`config.mk`:
```
export PLATFORM = sky130hd
export DESIGN_NAME = hazard_ctrl
export DESIGN_NICKNAME = d
export VERILOG_FILES = /design/src/rtl/hazard_ctrl.sv
export SDC_FILE = /design/constraint.sdc
export NUM_CORES = 1
export LEC_CHECK = 0
export ABC_AREA = 1
export CAP_MARGIN = 25
export CELL_PAD_IN_SITES_DETAIL_PLACEMENT = 2
export CELL_PAD_IN_SITES_GLOBAL_PLACEMENT = 2
export CORE_UTILIZATION = 18
export CTS_BUF_LIST = sky130_fd_sc_hd__clkbuf_16
export CTS_CLUSTER_SIZE = 8
export DETAILED_ROUTE_END_ITERATION = 12
export PLACE_DENSITY = 0.83
export SYNTH_ARGS = -nofsm -noshare
export SYNTH_HDL_FRONTEND = slang
export SYNTH_SLANG_ARGS = --single-unit
```
`constraint.sdc`:
```
create_clock -name clk -period 2.98 [get_ports clk]
set_input_delay 0.447 -clock clk [delete_from_list [all_inputs] [get_ports clk]]
set_output_delay 0.447 -clock clk [all_outputs]
set_load 0.01 [all_outputs]
```
`src/rtl/hazard_ctrl.sv`:
```
// Pipeline hazard unit: stall/flush/forward control plus a multi-cycle multiply/divide hold sequencer.
// Optional macro HAZARD_FORWARD_EN enables bypass forwarding; without it every RAW producer in E/M stalls Decode.
module hazard_ctrl #(
   parameter int unsigned MD_LATENCY = 32
) (
   input  logic       clk,
   input  logic       RST_,
   input  logic [4:0] RsD,
   input  logic [4:0] RtD,
   input  logic [4:0] RsE,
   input  logic [4:0] RtE,
   input  logic [4:0] WriteRegE,
   input  logic [4:0] WriteRegM,
   input  logic [4:0] WriteRegW,
   input  logic       RegWriteE,
   input  logic       RegWriteM,
   input  logic       RegWriteW,
   input  logic       MemtoRegE,
   input  logic       MemtoRegM,
   input  logic       BranchD,
   input  logic       PCSrcD,
   input  logic       MDStartE,
   output logic       ENF_,
   output logic       END_,
   output logic       ENE_,
   output logic       FlushD,
   output logic       FlushE,
   output logic       FlushM,
   output logic [1:0] ForwardAE,
   output logic [1:0] ForwardBE,
   output logic       ForwardAD,
   output logic       ForwardBD,
   output logic       MDBusy
);

   localparam logic [0:0] RUN    = 1'b0;
   localparam logic [0:0] MDBUSY = 1'b1;
   localparam logic [7:0] MD_LOAD = 8'(MD_LATENCY - 1);

   logic [0:0] state_q, state_d;
   logic [7:0] MDCnt_q, MDCnt_d;
   logic       md_hold;
   logic       stall;

   // Nonzero destination w matches either Decode source.
   function automatic logic d_hit(input logic [4:0] w, input logic [4:0] a, input logic [4:0] b);
      return (w != 5'd0) && ((w == a) || (w == b));
   endfunction

   always_comb begin
      state_d = state_q;
      MDCnt_d = MDCnt_q;
      md_hold = 1'b0;
      case (state_q)
         RUN: begin
            if (MDStartE) begin
               state_d = MDBUSY;
               MDCnt_d = MD_LOAD;
               md_hold = 1'b1;
            end
         end
         MDBUSY: begin
            // The start cycle counts as the first hold cycle, so MDBUSY lasts MD_LATENCY-1 cycles.
            md_hold = 1'b1;
            MDCnt_d = MDCnt_q - 8'd1;
            if (MDCnt_q == 8'd1) state_d = RUN;
         end
         default: state_d = RUN;
      endcase
   end

   always_ff @(posedge clk or negedge RST_) begin
      if (!RST_) begin
         state_q <= RUN;
         MDCnt_q <= 8'd0;
      end else begin
         state_q <= state_d;
         MDCnt_q <= MDCnt_d;
      end
   end

`ifdef HAZARD_FORWARD_EN
   logic lu_stall, br_stall;
   assign lu_stall = MemtoRegE && d_hit(RtE, RsD, RtD);
   assign br_stall = BranchD && ((RegWriteE && d_hit(WriteRegE, RsD, RtD)) ||
                                 (MemtoRegM && d_hit(WriteRegM, RsD, RtD)));
   assign stall    = lu_stall || br_stall;

   always_comb begin
      ForwardAE = 2'b00;
      if (RegWriteM && (WriteRegM != 5'd0) && (WriteRegM == RsE))      ForwardAE = 2'b10;
      else if (RegWriteW && (WriteRegW != 5'd0) && (WriteRegW == RsE)) ForwardAE = 2'b01;
   end

   always_comb begin
      ForwardBE = 2'b00;
      if (RegWriteM && (WriteRegM != 5'd0) && (WriteRegM == RtE))      ForwardBE = 2'b10;
      else if (RegWriteW && (WriteRegW != 5'd0) && (WriteRegW == RtE)) ForwardBE = 2'b01;
   end

   assign ForwardAD = RegWriteM && (WriteRegM != 5'd0) && (WriteRegM == RsD);
   assign ForwardBD = RegWriteM && (WriteRegM != 5'd0) && (WriteRegM == RtD);
`else
   // No bypass network: W results reach Decode through the register file, E/M results must wait.
   logic unused_nofwd;
   assign unused_nofwd = ^{RsE, RtE, WriteRegW, RegWriteW, MemtoRegE, MemtoRegM, BranchD};
   assign stall     = (RegWriteE && d_hit(WriteRegE, RsD, RtD)) ||
                      (RegWriteM && d_hit(WriteRegM, RsD, RtD));
   assign ForwardAE = 2'b00;
   assign ForwardBE = 2'b00;
   assign ForwardAD = 1'b0;
   assign ForwardBD = 1'b0;
`endif

   always_comb begin
      ENF_   = 1'b0;
      END_   = 1'b0;
      ENE_   = 1'b0;
      FlushD = 1'b0;
      FlushE = 1'b0;
      FlushM = 1'b0;
      if (md_hold) begin
         ENF_   = 1'b1;
         END_   = 1'b1;
         ENE_   = 1'b1;
         FlushM = 1'b1;
      end else if (stall) begin
         ENF_   = 1'b1;
         END_   = 1'b1;
         FlushE = 1'b1;
      end else begin
         FlushD = PCSrcD;
      end
   end

   assign MDBusy = (state_q == MDBUSY);

endmodule

```
; ---- After elaboration in Yosys (flattened, before gate mapping)
; Index checks and enable logic that the tools add are counted.
[word_totals]
ff_bits = 9
inputBits = 45
out_inout_bits = 13
word_cells = 31
[classes]
add_sub_neg = 1
eq_ne = 6
muxes = 12
bitwise_logic = 1
reduce_logical = 9
[op_table]
columns = op, n
row1 = equality test 5 bit, 4
row2 = case mux 8 bit (2 select lines), 1
row3 = nonzero test 5 bit, 2
row4 = equality test 8 x 1 -> 1 bit (second input constant), 1
row5 = 2-to-1 mux 1 bit, 8
row6 = 2-to-1 mux 8 bit, 1
row7 = subtractor 8 x 1 -> 8 bit (second input constant), 1
row8 = logical AND 1 bit, 4
row9 = case mux 1 bit (2 select lines), 2
row10 = logical OR 1 bit, 3
row11 = != test 2 bit (second input constant), 1
row12 = inverter 1 bit, 1

; ---- Depth between registers and ports, before layout
; Gate-level depths: netlist of run 1.
[depth]
depth_word = 7
depth_mapped = 9
ltp_nobuf = 9

; ---- Least setup slack after synthesis of run 1
; No wires, ideal clock.
[synth_timing]
kind = input to output
from = input WriteRegE[1]
to = output ENF_
t_arrival_ns = 1.144
required_time_ns = 2.533
setup_slack_ns = 1.389
cell_stages = 7
path_buffers = 1
cell_sequence = inv_1 nand4_1 o21ai_0 inv_1 nand2_2 nand3_2 buf_4
[synth_between]
elab_chain_cells = 7
[synth_lines]
columns = item, line_no
row1 = start: declaration, 12  ; input logic [4:0] WriteRegE,
row2 = equality test 5 bit, 47  ; return (w != 5'd0) && ((w == a) || (w == b));
row3 = logical OR 1 bit, 47
row4 = logical AND 1 bit (*), 47
row5 = logical AND 1 bit (*), 107  ; assign stall = (RegWriteE && d_hit(WriteRegE, RsD, RtD)) ||
row6 = logical OR 1 bit (*), 107
row7 = 2-to-1 mux 1 bit (*) (2 in series), n/a
row8 = end: declaration, 23  ; output logic ENF_,
; Mark *: on every way between the ends. The rest lies on a longest branch, timed or not.

; ---- Worst setup path in the final report of run 1
[layout_timing]
from = input WriteRegE[2]
to = output FlushE
[layout_between]
elab_chain_cells = 7
[layout_lines]
columns = item, line_no
row1 = equality test 5 bit, 47
row2 = logical OR 1 bit, 47
row3 = logical AND 1 bit (*), 47
row4 = logical AND 1 bit (*), 107
row5 = logical OR 1 bit (*), 107
row6 = 2-to-1 mux 1 bit (*), 127  ; end else if (stall) begin
row7 = 2-to-1 mux 1 bit (*), 122  ; if (md_hold) begin
row8 = end: declaration, 27  ; output logic FlushE,
; Marked as above.

==> impl_metrics.tcl, run 1 <==
set metrics [dict create \
    cts_hold_buf 0 \
    crit_type "primary input to output pin" \
    hold_ws_ns 0.528 \
    routed_wl_um 2820 \
    routed_via_density 4.03 \
    fmaxAchievable_ghz 0.371 \
    synth_top_area_share_pct 24.5 \
    powerDensity_nw_per_um2 571 \
    die_w_um 73.5 \
    p_total_mw 0.771 \
    num_vias 1008 \
    h-tree-depth 1 \
    post_drt_wl_per_cell_um 11.3 \
    cap_violations 0 \
    io-pin-count 58 \
    die_area_sq_um 5410 \
    clk_latency_ns 0.23 \
    fin_util_pct 28.1 \
    grt_use_total_pct 11.6 \
    ant_nets 0 \
    cts_sinks 9 \
    start_util_pct 19.1 \
    start_kind "primary input" \
    core-area_sq_um 4820 \
    avgSynthCellArea_sq_um 6.10 \
    synthTopCellsByArea "dfrtp_1 (24%), nand2_1 (19%), inv_1 (11%), o21ai_0 (6.5%), buf_4 (6.5%)" \
    cts_root_buffer "clkbuf_16" \
    drive_gt1_share_pct 6.56 \
    fin_nets 231 \
    setup_violations 0 \
    finalWorstPathRequiredPeriod_ns 2.69 \
    first_global_vias 1083 \
    grt_first_pass_wirelength_um 4850 \
    synthesis.instances 151 \
    yosysWarnings 0 \
    outcome "finished clean" \
    grt_remaining_overflow 0 \
    drc 0 \
    drt_iter0_drc 23 \
    cts_made_buffers 3 \
    finalSetupTns_ns 0 \
    vdd_drop_max_mv 0.254 \
    synth_seq_cells 9 \
    io_buffer_count 32 \
    synth_cell_types 24 \
    dpl_worst_slack_ns 0.272 \
    p_leak_nw 0.680 \
    cp_data_arrival_time_ns 2.25 \
    ff2ff_setup_slack_ns 1.57 \
    cts_tree "yes" \
    area_growth_syn_to_layout_pct 46.7 \
    grt_max_degree 11 \
    cp_data_required_time_ns 2.53 \
    clk_pin_slew_ns 0.04 \
    ys_seq_area_share_pct 24.5 \
    post_cts_resized 0 \
    antenna_found_initial 0 \
    hpwl_um 2440 \
    die_h_um 73.5 \
    hold_viol 0 \
    cts_setup_buffers 0 \
    fin_crit_sh_pct 90.4 \
    diodes 0 \
    hp-class "primary input to async pin" \
    synth.largest_area_cell "dfrtp_1" \
    crit_fanout 3 \
    rows 25 \
    skew_ns 0.00303 \
    gp_congestion 0.764 \
    end_kind "output pin" \
    first_pass_iters 4 \
    setup_ws_ns 0.286 \
    rsz0062_at_grt "no" \
    syn_area_sq_um 921 \
    clock_path_buffers 2 \
    drv_slew 0 \
]
## Yosys cell counts, drive strengths merged
| cell type | n |
|---|---|
| o21ai | 14 |
| nor3 | 2 |
| buf | 9 |
| inv | 28 |
| xor2 | 2 |
| xnor2 | 4 |
| nor2 | 17 |
| nand2 | 48 |
| dfrtp | 9 |
| a21oi | 2 |
| a22oi | 1 |
| a31oi | 1 |
| conb | 1 |
| nand3 | 8 |
| nand4 | 3 |
| ha | 2 |
## per-stage QoR
step	instance area, sq um	instances
detailed placement	1270	246
global placement	1270	246
CTS	1350	250
global route	1350	250
finish	1350	250
floorplan	940	156
## cells by family (layout without fill, tap and decap cells)
| logic type | after synthesis | after routing | share of synthesized area [%] |
|---|---|---|---|
| AOI/OAI and AO/OA | 18 | 18 | 10.6 |
| xor gates and xnor gates | 6 | 6 | 5.71 |
| adders and majority gates | 2 | 2 | 2.72 |
| buffers and inverters | 37 | 64 | 19.2 |
| DFF | 9 | 9 | 24.5 |
| other | 1 | 6 | 0.407 |
| and+or+nand+nor | 78 | 78 | 37.0 |
## state kept, by name (all words and copies together) (netlist names)
register,cells
MDBusy,1
MDCnt_q,8
## critical path, cell delays in order
cell and delay, ns:
clkdlybuf4s50_1 0.53, inv_2 0.07, nand2_1 0.06, nand2_1 0.05, nor2_1 0.13, nand3_1 0.09
nand2_1 0.08, nand2_2 0.06, a21oi_2 0.16, clkdlybuf4s50_1 0.55
## layout make-up
type	count	area, sq um
multi-input combinational	110	538
sequential	9	225
tap	67	83.8
clock inverter	1	3.75
clock buffer	3	75.1
inverter	28	105
timing repair buffer	32	320
fill	594	3470
## worst paths after layout
check | startpoint | endpoint | depth (start not counted)
worst max register to register | MDBusy$_DFF_PN0_ | MDCnt_q[4]$_DFFE_PN0N_ | 5
worst min-delay path | RST_ | MDCnt_q[1]$_DFFE_PN0N_ | 1
min in group clk | MDCnt_q[2]$_DFFE_PN0N_ | MDCnt_q[2]$_DFFE_PN0N_ | 1
worst max-delay path | WriteRegE[2] | FlushE | 10
max in group asynchronous | RST_ | MDCnt_q[7]$_DFFE_PN0N_ | 1
worst min register to register | MDCnt_q[2]$_DFFE_PN0N_ | MDCnt_q[2]$_DFFE_PN0N_ | 1
## layer usage
| metal | global-route usage, % | up-vias | share of wire (%) | routed length (um) |
|---|---|---|---|---|
| met3 | 1.51 | 2 | 3.0 | 84 |
| met4 | 3.21 | 0 | 0.32 | 9 |
| met2 | 21.5 | 24 | 52 | 1460 |
| met1 | 14.0 | 472 | 45 | 1260 |
| li1 | - | 510 | - | - |
| met5 | 0 | - | 0 | 0 |
## where the power goes
group          total, mW  switching [mW]  leakage (nW)  internal, mW
sequential         0.230          0.0498         0.105         0.181
clock              0.235          0.0592        0.0423         0.175
combinational      0.306           0.175         0.533         0.131
total              0.771           0.284         0.680         0.487
## layout by cell type (no fill, tap or decap), drive strengths merged
master	Yosys	routed
a21oi	2	2
inv	28	29
xor2	2	2
xnor2	4	4
a31oi	1	1
conb	1	6
o21ai	14	14
a22oi	1	1
nand4	3	3
nand3	8	8
clkbuf	0	3
ha	2	2
nor3	2	2
dfrtp	9	9
clkdlybuf4s50	0	32
nor2	17	17
nand2	48	48
Note: power is estimated with default switching activity, not from simulation.
==> run 2: changes to the inputs <==
Settings changed: SETUP_SLACK_MARGIN set to 0.4.
==> impl_metrics.tcl, run 2 (synthesis results as in run 1) <==
set metrics [dict create \
    outcome "finished clean" \
    postPlaceCellArea_sq_um 1270 \
    io-pin-count 58 \
    post_cts_resized 5 \
    drc 0 \
    cts_hold_buf 0 \
    cts_tree "yes" \
    fin_crit_sh_pct 81.1 \
    critPathTopFamily "buffers and inverters" \
    fin_nets 231 \
    setup_violations 0 \
    design_area_sq_um 1350 \
    fmaxAchievable_ghz 0.414 \
    start_kind "primary input" \
    layout_commonest_cell "nand2_1" \
    cts_root_buffer "clkbuf_16" \
    die_area_sq_um 5410 \
    drt_iter0_drc 23 \
    crit_top_cell "nand2_1" \
    skew_ns 0.00303 \
    powerDensity_nw_per_um2 571 \
    path_cells "clkdlybuf4s50_1 > inv_2 > nand2_1 > nand2_1 > nor2_1 > nand3_1 > nand2_1 > nand2_2 > a21oi_2 > dlygate4sd2_1" \
    finalWorstPathRequiredPeriod_ns 2.42 \
    die_w_um 73.5 \
    hpwl_um 2440 \
    clk_pin_slew_ns 0.04 \
    die_h_um 73.5 \
    routed_via_density 4.03 \
    p_leak_nw 0.685 \
    end_kind "output pin" \
    cts_setup_buffers 0 \
    first_pass_iters 4 \
    drive_gt1_share_pct 7.10 \
    clk_latency_ns 0.23 \
    num_vias 1008 \
    h-tree-depth 1 \
    crit_type "primary input to output pin" \
    ant_nets 0 \
    grt_use_total_pct 11.6 \
    first_global_vias 1083 \
    largest_reg_flops 8 \
    cp_data_required_time_ns 2.53 \
    rows 25 \
    diodes 0 \
    reg2reg_from "MDBusy$_DFF_PN0_" \
    ff2ff_setup_slack_ns 1.57 \
    critical_path.endpoint "FlushE" \
    slowest_delay_ns 0.53 \
    crit_start "WriteRegE[2]" \
    crit_fanout 3 \
    timing.rr.end "MDCnt_q[4]$_DFFE_PN0N_" \
    grt_max_degree 11 \
    vdd_drop_max_mv 0.254 \
    rsz0062_at_grt "no" \
    start_util_pct 19.1 \
    critPathBufInv 3 \
    core-area_sq_um 4820 \
    cp.depth 10 \
    critPathSlowestCell "clkdlybuf4s50_1" \
    hp-class "primary input to async pin" \
    cts_sinks 9 \
    grt_remaining_overflow 0 \
    finalSetupTns_ns 0 \
    post_drt_wl_per_cell_um 11.3 \
    clock_path_buffers 2 \
    cp_data_arrival_time_ns 1.97 \
    routed_wl_um 2820 \
    antenna_found_initial 0 \
    layout_common_cells "nand2_1 (46), clkdlybuf4s50_1 (28), inv_1 (27)" \
    cap_violations 0 \
    r2r_cells 5 \
    drv_slew 0 \
    hold_viol 0 \
    grt_first_pass_wirelength_um 4850 \
    cts_made_buffers 3 \
    io_buffer_count 32 \
    area_growth_syn_to_layout_pct 46.2 \
    gp_congestion 0.764 \
    largest-register "MDCnt_q" \
]
==> run 2: changes by cell type in the layout (fill, tap and decap cells not counted) <==
cell / previous run / this run
inv_1: 28 / 27
inv_2: 1 / 2
clkdlybuf4s50_1: 32 / 28
dlygate4sd2_1: 0 / 4
==> run 2: area by class of cell <==
cell class / count / area [sq um]
timing repair buffer: 32 / 315
multi-input combinational: 110 / 538
clock buffer: 3 / 75.1
sequential: 9 / 225
clock inverter: 1 / 3.75
inverter: 28 / 105
tap: 67 / 83.8
fill: 595 / 3470
==> run 2: power breakdown <==
part / internal (mW) / switching, mW
registers: 0.181 / 0.0498
clock network: 0.175 / 0.0592
logic: 0.129 / 0.175
total: 0.485 / 0.284
==> run 2: metrics by stage <==
stage	hold slack [ns]	instances	worst slack (ns)	total power [mW]	util, %
floorplan	0.151	156	1.39	0.424	-
global placement	0.502	246	0.307	0.514	26.4
detailed placement	0.516	246	0.272	0.539	26.4
CTS	0.534	250	0.546	0.783	27.9
global route	0.560	250	0.413	0.842	27.9
finish	0.528	250	0.565	0.769	27.9
==> run 2: metal layers <==
layer | wire length (um) | vias to the layer above | GRT usage (%)
li1 | - | 510 | -
met1 | 1260 | 472 | 14.0
met2 | 1460 | 24 | 21.5
met3 | 85 | 2 | 1.51
met4 | 9 | 0 | 3.21
met5 | 0 | - | 0
==> run 2: worst min-delay path by stage <==
| stage | slack, ns | endpoint | startpoint | cells after the start |
|---|---|---|---|---|
| 6_report | 0.53 | MDCnt_q[1]$_DFFE_PN0N_ | RST_ | 1 |
| 5_1_grt | 0.56 | MDCnt_q[5]$_DFFE_PN0N_ | RST_ | 1 |
| 4_1_cts | 0.53 | MDCnt_q[2]$_DFFE_PN0N_ | MDCnt_q[2]$_DFFE_PN0N_ | 1 |
| 3_5_place_dp | 0.52 | MDCnt_q[2]$_DFFE_PN0N_ | MDCnt_q[2]$_DFFE_PN0N_ | 1 |
| 3_3_place_gp | 0.50 | MDCnt_q[2]$_DFFE_PN0N_ | MDCnt_q[2]$_DFFE_PN0N_ | 1 |
| 2_1_floorplan | 0.15 | MDBusy$_DFF_PN0_ | RST_ | 0 |
==> run 2: worst reg2reg max path: cells and delay by family, from the launching register on <==
kind	cells	cell delay (ns)
flip-flops	1	0.57
AND/OR/NAND/NOR	2	0.26
AO/OA/AOI/OAI	2	0.26
buffers and inverters	1	0.18
==> run 3: changes to the inputs <==
Settings changed: CORE_UTILIZATION 18 to 17, PLACE_DENSITY 0.83 to 0.79.
Clock period 2.98 ns to 2.3 ns, I/O delays scaled along.
==> impl_metrics.tcl, run 3 (synthesis results as in run 1) <==
set metrics [dict create \
    hold_ws_ns 0.422 \
    vdd_drop_max_mv 0.444 \
    cts_made_buffers 3 \
    cts_tree "yes" \
    outcome "finished clean" \
    largest-register "MDCnt_q" \
    drive_gt1_share_pct 14.9 \
    clk_pin_slew_ns 0.04 \
    p_total_mw 0.993 \
    cts_hold_buf 0 \
    stdcell_count 258 \
    first_pass_iters 4 \
    core-area_sq_um 5170 \
    critPathTopFamily "buffers and inverters" \
    drv_slew 0 \
    diodes 0 \
    grt_remaining_overflow 0 \
    setup_violations 0 \
    grt_max_degree 11 \
    finalSetupTns_ns 0 \
    rsz0062_at_grt "no" \
    layout_commonest_cell "nand2_1" \
    cp_data_arrival_time_ns 1.43 \
    fin_nets 236 \
    hpwl_um 2520 \
    grt_first_pass_wirelength_um 4600 \
    slowest_delay_ns 0.26 \
    hold_viol 0 \
    die_w_um 75.6 \
    clock_path_buffers 2 \
    cts_root_buffer "clkbuf_16" \
    die_h_um 75.6 \
    crit_fanout 3 \
    routed_wl_um 2940 \
    finalWorstPathRequiredPeriod_ns 1.77 \
    crit_type "primary input to output pin" \
    cts_sinks 9 \
    grt_use_total_pct 11.3 \
    end_kind "output pin" \
    start_util_pct 17.8 \
    cp_data_required_time_ns 1.96 \
    io-pin-count 58 \
    place_inst 254 \
    start_kind "primary input" \
    post_drt_wl_per_cell_um 11.4 \
    hp-class "primary input to async pin" \
    skew_ns 0.000789 \
    area_growth_syn_to_layout_pct 46.9 \
    cap_violations 0 \
    num_vias 1027 \
    largest_reg_flops 8 \
    gp_congestion 0.744 \
    ff2ff_setup_slack_ns 0.79 \
    critPathSlowestCell "dlygate4sd2_1" \
    die_area_sq_um 5720 \
    io_buffer_count 32 \
    antenna_found_initial 0 \
    drc 0 \
    rows 26 \
    critPathBufInv 3 \
    cts_setup_buffers 0 \
    fmaxAchievable_ghz 0.565 \
    h-tree-depth 1 \
    path_cells "dlygate4sd2_1 > buf_4 > xnor2_2 > nand3_1 > nand2_1 > nand2_2 > nand3_2 > nor2_2 > buf_2" \
    clk_latency_ns 0.24 \
    fin_crit_sh_pct 77.0 \
    p_leak_nw 0.731 \
    first_global_vias 1053 \
    powerDensity_nw_per_um2 734 \
    layout_common_cells "nand2_1 (46), inv_1 (24), dlygate4sd2_1 (20)" \
    drt_iter0_drc 17 \
    routed_via_density 3.98 \
    ant_nets 0 \
]
## run 3: cell count changes in the layout (fill, tap and decap cells not counted), moves of 2 or more
cell,previous run,this run
clkdlybuf4s50_1,28,6
dlygate4sd2_1,4,20
buf_4,0,5
clkbuf_2,0,4
inv_1,27,24
inv_2,2,5
o21ai_0,12,10
o21ai_1,2,4
## run 3: cell type report
type / instances / area, sq um
clock buffers: 3 / 75.1
clock inverters: 1 / 3.75
fillers: 647 / 3820
inverters: 28 / 105
multi-input cells: 110 / 548
flip-flops and latches: 9 / 225
well taps: 70 / 87.6
repair buffers: 37 / 308
## run 3: worst paths after layout
check	cells past startpoint	end	from
max	9	FlushD	WriteRegE[4]
min	1	MDCnt_q[3]$_DFFE_PN0N_	RST_
max reg2reg	6	MDCnt_q[7]$_DFFE_PN0N_	MDBusy$_DFF_PN0_
min reg2reg	1	MDCnt_q[2]$_DFFE_PN0N_	MDCnt_q[2]$_DFFE_PN0N_
max in group asynchronous	1	MDCnt_q[0]$_DFFE_PN0N_	RST_
min in group clk	1	MDCnt_q[2]$_DFFE_PN0N_	MDCnt_q[2]$_DFFE_PN0N_
## run 3: metrics by stage
step / setup slack [ns] / instance area (sq um) / util, %
detailed placement: -0.205 / 1310 / 25.4
floorplan: 0.913 / 940 / -
finish: 0.529 / 1350 / 26.1
CTS: 0.390 / 1380 / 26.6
global placement: -0.206 / 1310 / 25.4
global route: 0.411 / 1350 / 26.1
## run 3: what timing repair did
item	4_1_cts	5_1_grt
pin swaps	2	2
endpoints found under the setup margin	6	4
gates cloned	0	0
gates resized for setup	39	7
## run 3: power breakdown
group | leakage (nW) | total, mW | internal [mW] | switching [mW]
clock network | 0.0423 | 0.311 | 0.228 | 0.0834
registers | 0.105 | 0.300 | 0.234 | 0.0656
logic | 0.583 | 0.382 | 0.157 | 0.226
total | 0.731 | 0.993 | 0.618 | 0.375
## run 3: routing by layer
| metal | routed length, um | global-route usage [%] |
|---|---|---|
| met5 | 0 | 0 |
| met4 | 69 | 6.17 |
| met1 | 1170 | 11.4 |
| met3 | 94 | 1.19 |
| met2 | 1610 | 22.6 |
==> variant 1: new RTL, settings of run 2 <==
Build with the macro `HAZARD_FORWARD_EN` defined.
--- a/src/rtl/hazard_ctrl.sv
+++ b/src/rtl/hazard_ctrl.sv
@@ -1,5 +1,7 @@
 // Pipeline hazard unit: stall/flush/forward control plus a multi-cycle multiply/divide hold sequencer.
 // Optional macro HAZARD_FORWARD_EN enables bypass forwarding; without it every RAW producer in E/M stalls Decode.
+`define HAZARD_FORWARD_EN
+
 module hazard_ctrl #(
    parameter int unsigned MD_LATENCY = 32
 ) (
Function: changed (a bounded check fails within 4 cycles, from zero or initial values and one cycle with RST_ low).
==> variant 1 against run 2 <==
  * Synthesized area increased by 48%
  * Sequential cell count unchanged
  * Final area increased by 55%
  * Global-route usage increased by 2.2 points
  * Fmax decreased by 2.3%
  * Wire length increased by 87%
  * Critical path depth decreased by 2
  * Register-to-register slack about the same
  * First-iteration DRC count increased by 48%
  * Sequential share of layout area decreased by 6.0 points
  * Worst setup slack got worse by 0.056 ns
  * Combinational power increased by 24%
  * Power increased by 11%
  * Critical path type unchanged
==> variant 1: results (changes against run 2) <==
The run finished with clean final reports. The DRC marker count from the first detailed-route iteration was 34 (was 23); the number of antenna violations at the first check in global routing was 0 (unchanged). Routed length on met3: 123 µm (was 85 µm). The length of routed met2 wiring is 2630 µm (was 1460 µm), and the worst reg2reg path depth is 6 (was 5).

The tools report the post-detailed-placement cell area as 2000 µm² (was 1270 µm²). Commonest cells in the netlist: sky130_fd_sc_hd__nand2_1 (68), sky130_fd_sc_hd__inv_1 (31), sky130_fd_sc_hd__nor2_1 (22) (was sky130_fd_sc_hd__nand2_1 (46), sky130_fd_sc_hd__inv_1 (27), sky130_fd_sc_hd__nor2_1 (14)). For the largest net degree at the start of global routing, the log shows 10 (was 11). The highest-delay cell along the critical path was sky130_fd_sc_hd__clkdlybuf4s50_1 (unchanged).

The global-route wire length before repair was 8360 µm (was 4850 µm). Counting every net in the synthesized netlist gives 273. The overall global routing resource usage came out at 13.8% (was 11.6%).

Worst slack after detailed placement: 0.0337 ns (was 0.272 ns). The leakage power total is 1.08 nW (was 0.685 nW). Synth top area cells: sky130_fd_sc_hd__nand2_1 (19%), sky130_fd_sc_hd__dfrtp_1 (16%), sky130_fd_sc_hd__xnor2_1 (10%) (was sky130_fd_sc_hd__dfrtp_1 (24%), sky130_fd_sc_hd__nand2_1 (19%), sky130_fd_sc_hd__inv_1 (11%)). The fraction of layout instances using a drive strength above 1 was 9.61% (was 7.10%).

The number of instances resized during post-cts repair came out at 27 (was 5). The via count came out at 1587 (was 1008). The sequential-to-total area share from yosys stat is 16.5% (was 24.5%), and the met1 layer wirelength in the final routing is 2500 µm (was 1260 µm). The logs give 0.00182 ns (was 0.00303 ns) for the final clock skew and 1690 (was 1083) for the via count of the first global-routing pass. The stage delay of the slowest cell on the critical path is 0.57 ns (was 0.53 ns). The critical path arrival is 2.02 ns (was 1.97 ns), and the number of levels in the clock H-tree is 1 (unchanged). The number of inserted filler cells in the final layout was 916 (was 595); the synthesis warning total was 0 (unchanged).

The worst hold-check path type is flip-flop to flip-flop (was primary input to async pin). The post-DP HPWL was 4580 µm (was 2440 µm). The count of port buffers added during placement was 57 (was 32). The number of nets at the end of the flow was 329 (was 231); the mean routed wirelength per cell was 13.9 µm (was 11.3 µm). The later-pin clock latency in the skew report came out at 0.24 ns. The routability congestion estimate from global placement came out at 0.763 (was 0.764).

The worst IR drop on VDD is 160 µV (was 254 µV), and the count of cell types in the netlist is 27 (was 24). The share of flip-flops with an asynchronous set or reset works out to 100% (unchanged).
## variant 1: where the power goes
part | switching [W] | internal, W
clock | 0.0000616 | 0.000176
combinational | 0.000206 | 0.000171
sequential | 0.0000586 | 0.000182
total | 0.000326 | 0.000528
## variant 1: cell type report
type,instances,share of cell area [%]
inverters,34,6.10
clock buffers,3,3.59
repair buffers,61,27.9
clock inverters,1,0.179
flip-flops and latches,9,10.8
multi-input cells,173,45.5
well taps,99,5.92
## variant 1: metrics by stage
stage	power, W	hold WS [ns]	cells	utilization (%)
after CTS	0.000867	0.518	380	28.5
final	0.000854	0.524	380	28.7
after floorplan	0.000463	0.151	226	-
after global placement	0.000604	0.491	376	27.5
after global routing	0.000929	0.553	380	28.7
after detailed placement	0.000628	0.512	376	27.5
## variant 1: routing by layer
layer | track usage (%) | up-vias
li1 | - | 806
met1 | 18.4 | 755
met2 | 25.0 | 24
met3 | 1.48 | 2
met4 | 1.30 | 0
met5 | 0 | -
## variant 1: path summary, 6_finish.rpt
check	startpoint	endpoint	slack, ns
max in group asynchronous	RST_	MDCnt_q[2]	2.14
min in group asynchronous	RST_	MDCnt_q[6]	0.53
max	RsD[3]	ForwardAD	0.51
min reg2reg	MDCnt_q[5]	MDCnt_q[5]	0.52
min	MDCnt_q[5]	MDCnt_q[5]	0.52
max reg2reg	MDCnt_q[2]	MDCnt_q[7]	1.57
## variant 1: cell families after synthesis
group           after synthesis  share of synthesized area (%)
simple gates                123                           39.3
buf+inv                      44                           15.8
xor+xnor                     31                           19.9
compound gates               17                           6.78
flops                         9                           16.5
fa+ha+maj                     2                           1.83
## variant 1: worst reg2reg max path: cells and delay by family (launching register included)
family                 cells  cell delay (ns)
and+or+nand+nor            4             0.65
DFF                        1             0.39
AOI/OAI and AO/OA          1             0.18
buffers and inverters      1             0.07
==> variant 2: new RTL, settings of run 2 <==
Made on the original files. Make the reset (`RST_`) synchronous in one clocked block.
--- a/src/rtl/hazard_ctrl.sv
+++ b/src/rtl/hazard_ctrl.sv
@@ -69,7 +69,7 @@
       endcase
    end
 
-   always_ff @(posedge clk or negedge RST_) begin
+   always_ff @(posedge clk) begin
       if (!RST_) begin
          state_q <= RUN;
          MDCnt_q <= 8'd0;
Function: differs if RST_ is asserted again (counterexample within 4 cycles, from zero or initial values and one cycle with RST_ low); with RST_ held inactive, the same outputs for 10 cycles.
==> variant 2 against run 2 <==
  * Clock skew is 0.0026 ns lower
  * Final area grew 0.93%
  * Wire length rose by 4.5%
  * Synthesized cell count up 4.6%
  * Sequential power shrank 38%
  * Combinational power is 46% lower
  * Sequential cell count is the same
  * Power shrank 30%
  * Synthesized area up 0.14%
  * Worst setup slack better by 0.038 ns
  * Highest routed layer unchanged
==> variant 2: results (changes against run 2) <==
The run gives 0.679 nW (was 0.685 nW) as the leakage power total. The logs give 19.5% (was 24.5%) for the sequential-to-total area share from yosys stat and 2530 µm (was 2440 µm) for the post-DP HPWL. The share of flip-flops with an asynchronous set or reset came out at 0% (was 100%). The dominant register cell in the synthesized netlist was sky130_fd_sc_hd__dfxtp_1 (was sky130_fd_sc_hd__dfrtp_1). The fraction of layout instances using a drive strength above 1 came out at 10.5% (was 7.10%).

The critical path arrival is 1.93 ns (was 1.97 ns), and the count of cell types in the netlist is 27 (was 24). The maximum achievable frequency is 421 MHz (was 414 MHz), and the number of instances resized during post-cts repair is 4 (was 5). The DRC marker count from the first detailed-route iteration was 20 (was 23); the routability congestion estimate from global placement was 0.742 (was 0.764). The run gives 627 (was 595) as the number of inserted filler cells in the final layout. The tools report the setup slack of the critical path after layout as 0.602 ns (was 0.565 ns). The worst hold-check path type was flip-flop to flip-flop (was primary input to async pin). Synth top area cells: sky130_fd_sc_hd__dfxtp_1 (20%), sky130_fd_sc_hd__nand2_1 (19%), sky130_fd_sc_hd__inv_1 (11%) (was sky130_fd_sc_hd__dfrtp_1 (24%), sky130_fd_sc_hd__nand2_1 (19%), sky130_fd_sc_hd__inv_1 (11%)).

The tools report the final clock skew as 0.000386 ns (was 0.00303 ns). The run finished with clean final reports. Commonest cells in the netlist: sky130_fd_sc_hd__nand2_1 (46), sky130_fd_sc_hd__inv_1 (26), sky130_fd_sc_hd__nor2_1 (15) (was sky130_fd_sc_hd__nand2_1 (46), sky130_fd_sc_hd__inv_1 (27), sky130_fd_sc_hd__nor2_1 (14)).

The tools report the worst slack after detailed placement as 0.289 ns (was 0.272 ns). Global-route wire length before repair: 5070 µm (was 4850 µm). The post-CTS setup buffer count was 0 (unchanged); the worst IR drop on VDD was 174 µV (was 254 µV).

The mean routed wirelength per cell came out at 11.4 µm (was 11.3 µm). The via count normalized by instance count is 4.12 (was 4.03), and the overall global routing resource usage is 12.3% (was 11.6%). The tools report the switching power as 0.000157 W (was 0.000284 W).
-- variant 2: kinds of logic (layout without fill, tap and decap cells) --
| group | count (synthesis) | count (layout) | synth area share, % |
|---|---|---|---|
| xor+xnor | 6 | 6 | 5.70 |
| other cells | 1 | 6 | 0.407 |
| buf+inv | 42 | 70 | 20.4 |
| compound gates | 18 | 18 | 14.0 |
| flops | 9 | 9 | 19.5 |
| fa+ha+maj | 2 | 2 | 2.71 |
| simple gates | 80 | 80 | 37.3 |
-- variant 2: worst paths after layout --
check | endpoint | depth (start not counted) | slack (ns) | startpoint
setup reg to reg | MDCnt_q[6] | 6 | 1.71 | MDCnt_q[1]
hold / removal | MDCnt_q[7] | 2 | 0.48 | MDCnt_q[7]
hold reg to reg | MDCnt_q[7] | 2 | 0.48 | MDCnt_q[7]
setup / recovery | FlushE | 10 | 0.60 | RsD[4]
-- variant 2: final cells by class --
cell class                 instances  area share, %
timing repair buffer              32           23.2
multi-input combinational        112           42.2
clock buffer                       3           5.52
sequential                         9           13.3
clock inverter                     1          0.276
tap                               67           6.17
inverter                          34           9.39
-- variant 2: worst min-delay path: stages, from the launching register on --
cell and delay, ns:
sky130_fd_sc_hd__dfxtp_1 0.30, sky130_fd_sc_hd__nand2_1 0.06, sky130_fd_sc_hd__a21oi_1 0.06
-- variant 2: power groups by stage --
stage | Sequential [W] | Clock [W] | Combinational (W)
2_1_floorplan | 0.000142 | 0 | 0.0000983
3_3_place_gp | 0.000144 | 0 | 0.000164
3_5_place_dp | 0.000144 | 0 | 0.000169
4_1_cts | 0.000143 | 0.000239 | 0.000168
5_1_grt | 0.000145 | 0.000243 | 0.000186
6_report | 0.000143 | 0.000232 | 0.000164
-- variant 2: per-layer routing --
metal  routed length [µm]  track usage, %  vias to the layer above
met3                   87            1.51                        4
met5                    0               0                        -
li1                     -               -                      539
met4                   43            5.13                        0
met1                 1300            14.2                      497
met2                 1510            22.7                       23
-- variant 2: metrics by stage --
stage	area (µm²)	utilization [%]	instances	total power (W)	hold slack [ns]
final	1360	28.2	258	0.000539	0.476
after CTS	1360	28.2	258	0.000550	0.485
after global routing	1360	28.2	258	0.000573	0.505
after detailed placement	1280	26.7	254	0.000314	0.474
after floorplan	941	-	163	0.000240	0.438
after global placement	1280	26.7	254	0.000308	0.454
